### src/rtl/mux2_sel_arbiter.sv
// Two-requester round-robin arbiter driving the 2:1 mux select.
// Grants are held until done, request drop or MAX_HOLD; a GAP cycle follows.
//
// Ports:
//   clk     rising-edge clock
//   rst     asynchronous active-high reset
//   req1    source in1 requests the mux
//   req2    source in2 requests the mux
//   done    owner releases the grant (ignored outside a grant)
//   sel     mux select, 0 = in1, 1 = in2 (frozen while busy)
//   gnt1    grant to in1
//   gnt2    grant to in2
//   busy    a grant is active
//   timeout one-cycle pulse when MAX_HOLD revokes a grant
module mux2_sel_arbiter #(
  parameter int CNT_W    = 8,
  parameter int MAX_HOLD = 16
) (
  input  logic clk,
  input  logic rst,
  input  logic req1,
  input  logic req2,
  input  logic done,
  output logic sel,
  output logic gnt1,
  output logic gnt2,
  output logic busy,
  output logic timeout
);

  typedef enum logic [1:0] {
    IDLE,
    GNT1,
    GNT2,
    GAP
  } state_t;

  localparam bit TO_EN = (MAX_HOLD != 0);
  localparam logic [CNT_W-1:0] HOLD_LAST = CNT_W'(MAX_HOLD - 1);
  localparam logic [CNT_W-1:0] HOLD_SAT  = '1;

  state_t           state_q, state_d;
  logic [CNT_W-1:0] hold_q, hold_d;
  logic             last_q, last_d;
  logic             sel_q, sel_d;
  logic             gnt1_q, gnt1_d;
  logic             gnt2_q, gnt2_d;
  logic             busy_q, busy_d;
  logic             timeout_q, timeout_d;

  logic in_grant;
  logic own_req;
  logic rel;
  logic hit;
  logic exit_grant;

  assign in_grant   = (state_q == GNT1) || (state_q == GNT2);
  assign own_req    = (state_q == GNT2) ? req2 : req1;
  assign rel        = done || !own_req;
  assign hit        = TO_EN && (hold_q == HOLD_LAST);
  assign exit_grant = rel || hit;

  always_ff @(posedge clk or posedge rst) begin
    if (rst) begin
      state_q   <= IDLE;
      hold_q    <= '0;
      last_q    <= 1'b1;
      sel_q     <= 1'b0;
      gnt1_q    <= 1'b0;
      gnt2_q    <= 1'b0;
      busy_q    <= 1'b0;
      timeout_q <= 1'b0;
    end else begin
      state_q   <= state_d;
      hold_q    <= hold_d;
      last_q    <= last_d;
      sel_q     <= sel_d;
      gnt1_q    <= gnt1_d;
      gnt2_q    <= gnt2_d;
      busy_q    <= busy_d;
      timeout_q <= timeout_d;
    end
  end

  // last_q holds the select value of the previous owner, so a tie
  // goes to in1 when last_q=1 and to in2 when last_q=0.
  always_comb begin
    state_d = state_q;
    case (state_q)
      IDLE: begin
        if (req1 && (!req2 || last_q)) begin
          state_d = GNT1;
        end else if (req2) begin
          state_d = GNT2;
        end
      end
      GNT1, GNT2: begin
        if (exit_grant) begin
          state_d = GAP;
        end
      end
      GAP:     state_d = IDLE;
      default: state_d = IDLE;
    endcase
  end

  // Outputs are computed one cycle ahead from the next state so that
  // every port comes straight from a flop.
  always_comb begin
    hold_d    = '0;
    last_d    = last_q;
    sel_d     = sel_q;
    timeout_d = 1'b0;
    gnt1_d    = (state_d == GNT1);
    gnt2_d    = (state_d == GNT2);
    busy_d    = gnt1_d || gnt2_d;
    unique case (1'b1)
      in_grant: begin
        if (exit_grant) begin
          last_d    = (state_q == GNT2);
          timeout_d = hit && !rel;
        end else if (hold_q != HOLD_SAT) begin
          hold_d = hold_q + 1'b1;
        end else begin
          hold_d = hold_q;
        end
      end
      (state_q == IDLE): begin
        if (state_d == GNT1) begin
          sel_d = 1'b0;
        end else if (state_d == GNT2) begin
          sel_d = 1'b1;
        end
      end
      default: begin
      end
    endcase
  end

  assign sel     = sel_q;
  assign gnt1    = gnt1_q;
  assign gnt2    = gnt2_q;
  assign busy    = busy_q;
  assign timeout = timeout_q;

endmodule

### config.mk
export PLATFORM = sky130hd
export DESIGN_NAME = mux2_sel_arbiter
export DESIGN_NICKNAME = d
export VERILOG_FILES = /design/src/rtl/mux2_sel_arbiter.sv
export SDC_FILE = /design/constraint.sdc
export NUM_CORES = 1
export LEC_CHECK = 0
export CAP_MARGIN = 20
export CORE_MARGIN = 8
export CORE_UTILIZATION = 35
export DETAILED_ROUTE_END_ITERATION = 16
export GPL_TIMING_DRIVEN = 0
export PLACE_DENSITY = 0.63
export SETUP_SLACK_MARGIN = 0.4
export SLEW_MARGIN = 0
export SYNTH_ARGS = -nofsm -noshare
export SYNTH_HDL_FRONTEND = slang
export SYNTH_SLANG_ARGS = --single-unit
### constraint.sdc
create_clock -name clk -period 3.1 [get_ports clk]
set_clock_uncertainty 0.2 [all_clocks]
set_input_delay 0.775 -clock clk [delete_from_list [all_inputs] [get_ports clk]]
set_output_delay 0.775 -clock clk [all_outputs]
set_load 0.02 [all_outputs]
==> reports/metrics.cfg <==
[synthesis]
synth_fp_nets = 98
ys_ff_latch = 16
synth_largest_area_cell = dfrtp_1
async_flop_share_pct = 100
synth_area_leaders = dfrtp_1, ha_1, inv_1
ys.flop_type = dfrtp_1
syn_area_per_cell_um2 = 10.4
yosys_warnings = 0
synthCells = 86
synth_edf_count = 0
yosysSeqAreaShare_pct = 44.8
netlist_area_um2 = 897
ys_types = 35
yosysTopAreaCellShare_pct = 41.8

[setup_path]
critPathTopFamily = compound AO/OA/AOI/OAI gates
path_buf_inv = 1
cp-end-kind = flip-flop
slowest_delay_ps = 510
critPathRequiredTime_ps = 3080
path_cells = clkdlybuf4s50_1 -> mux2_4 -> o211ai_1 -> o311ai_2 -> ha_4 -> o21ai_1 -> o31ai_1
ff2ff_setup_slack_ps = 540
critPathLaunchType = input pin
crit_fanout = 5
crit_slowest_cell = clkdlybuf4s50_1
cp_data_arrival_time_ps = 2540
path_class = in2reg

[routing]
wl_per_cell_um = 15.0
drc = 0
drt_first_pass_iters = 4
detail-route-antenna-nets = 0
finalWirelength_um = 1950
vias = 737
drt_iter0_drc = 55
viasPerCell = 5.67

[timing]
finalCriticalPeriod_ps = 2560
hold_viol_final = 0
fin_crit_sh_pct = 82.6
finalSetupViolations = 0
hold_ws_ps = 300
drv_slew = 0
worst_pin_slew_ps = 614
rsz0062_at_grt = no
relSlewSlack_pct = 59.0
timing.fmax_ghz = 0.390

[grt]
grt_pass1_wl_um = 3280
antenna_found_initial = 0
gr-total-overflow = 0
grtUsageTotal_pct = 9.44
grt_max_degree = 17
grt_pass1_vias = 715

[pwr]
swShare_pct = 38.9
power_uw = 946
p_sw_uw = 368
p_leak_nw = 0.461
p_comb_share_pct = 53.0
p_int_uw = 578
p_per_area_nw_per_um2 = 866
clkPwrFrac_pct = 15.0
p_seq_share_pct = 32.0
peakVddDrop_v = 0.000635

[clock_tree]
cts_hold_buf = 0
cts.path.max_buffers = 2
cts_tree = done
htree_levels = 1
numCtsBuffers = 3
clk_pin_slew_ps = 100
root_buffer = clkbuf_4
insertion_delay_ps = 290
cts.sinks = 16

[job]
drv_cap = 0

[placed_design]
port_buffers = 9
dpl.hpwl_um = 1360
place_congestion = 0.788
dpl-instance-area_um2 = 1020
dp_cells = 125

[die]
die_width_um = 66.6
io_pins = 10
initial_core_util_pct = 36.5
rows = 18
die_area_um2 = 4440
core_area_um2 = 2450
die_h_um = 66.6

[cells_and_area]
antenna_cells = 0
fin_nets = 113
fill_cells = 239
syn_to_final_growth_pct = 21.8
layout.cells.non_filler = 130
final_area_um2 = 1090
layout-drive-gt1-share_pct = 13.0

[run_status]
status = finished, final reports clean

[worst_hold_path]
hold_class = reg2reg

-- cells in the final DEF, fill, tap and decap left out, types with 2 or more instances in the layout --
master	instances
dfrtp_1	15
inv_1	9
clkdlybuf4s50_1	9
ha_1	6
nor2_1	4
nand3_1	3
a21oi_1	3
nand4_1	3
a2111oi_0	3
a31oi_1	3
clkbuf_4	3
o211ai_1	2
o2111a_1	2
nor2b_1	2
and3_1	2
clkbuf_1	2
nor4_1	2
a211oi_1	2
o311a_1	2
-- worst min-delay path, cell delays in order (launching register included) --
cell and delay, ps:
dfrtp_1 360, o21ai_1 60, o31ai_1 50
-- metrics by stage --
step | setup slack, ps | setup TNS [ps] | utilization (%)
final | 538 | 0 | 44.5
after global routing | 426 | 0 | 44.5
after CTS | 415 | 0 | 43.2
after detailed placement | -75.3 | -75.3 | 41.7
after global placement | 16.4 | 0 | 41.7
after floorplan | 701 | 0 | -
-- power groups by stage --
| stage | Sequential (mW) | Clock, mW | Combinational (mW) |
|---|---|---|---|
| 2_1_floorplan | 0.328 | 0 | 0.265 |
| 3_3_place_gp | 0.302 | 0 | 0.399 |
| 3_5_place_dp | 0.304 | 0 | 0.419 |
| 4_1_cts | 0.301 | 0.146 | 0.425 |
| 5_1_grt | 0.308 | 0.157 | 0.559 |
| 6_report | 0.303 | 0.141 | 0.501 |
-- worst paths after layout --
path | start | end | cells after the start
max | req2 | sel$_DFFE_PP0P_ | 7
min | sel$_DFFE_PP0P_ | sel$_DFFE_PP0P_ | 2
max reg2reg | hold_q[7]$_DFFE_PP0P_ | sel$_DFFE_PP0P_ | 7
min reg2reg | sel$_DFFE_PP0P_ | sel$_DFFE_PP0P_ | 2
max in group asynchronous | rst | hold_q[4]$_DFFE_PP0P_ | 2
min in group asynchronous | rst | hold_q[1]$_DFFE_PP0P_ | 2
-- area by class of cell --
type                            count  area (um2)  share of cell area [%]
Buffer                              4        22.5                    2.06
Clock buffer                        4        36.3                    3.32
Inverter                            9        33.8                    3.09
Multi-Input combinational cell     57         463                    42.4
Sequential cell                    16         402                    36.8
Tap cell                           30        37.5                    3.44
Timing Repair Buffer               10        97.6                    8.93
-- state kept, by name (all words and copies together) (netlist names) --
name / cells
busy: 1
hold_q: 8
gnt2: 1
gnt1: 1
timeout: 1
sel: 1
last_q: 1
state_q: 2
-- cells by family (layout without fill, tap and decap cells) --
| group | after synthesis | in the layout | share of synthesized area, % |
|---|---|---|---|
| compound gates | 26 | 26 | 22.6 |
| fa+ha+maj | 7 | 7 | 9.76 |
| buf+inv | 13 | 27 | 6.28 |
| flops | 16 | 16 | 44.8 |
| mux | 1 | 1 | 1.26 |
| simple gates | 23 | 23 | 15.3 |
-- per-layer routing --
metal | routed length, um | share of wire (%) | vias to the layer above | track usage (%)
li1 | - | - | 360 | -
met1 | 843 | 43 | 351 | 10.9
met2 | 972 | 50 | 23 | 15.4
met3 | 126 | 6.5 | 3 | 3.86
met4 | 9 | 0.46 | 0 | 2.93
met5 | 0 | 0 | - | 0
-- synth_stat cells, types with 3 or more instances --
cell type	number
a2111oi_0	3
a21oi_1	3
a31oi_1	3
dfrtp_1	15
ha_1	7
inv_1	9
nand3_1	3
nand4_1	3
nor2_1	4
-- what timing repair did --
| item | in CTS | in global routing |
|---|---|---|
| pin swaps | 0 | 2 |
| resized for setup | 1 | 4 |
| gates cloned | 0 | 0 |
| endpoints found under the setup margin | 1 | 1 |
| setup buffers | 0 | 1 |
Power figures use the tool's default switching activity.
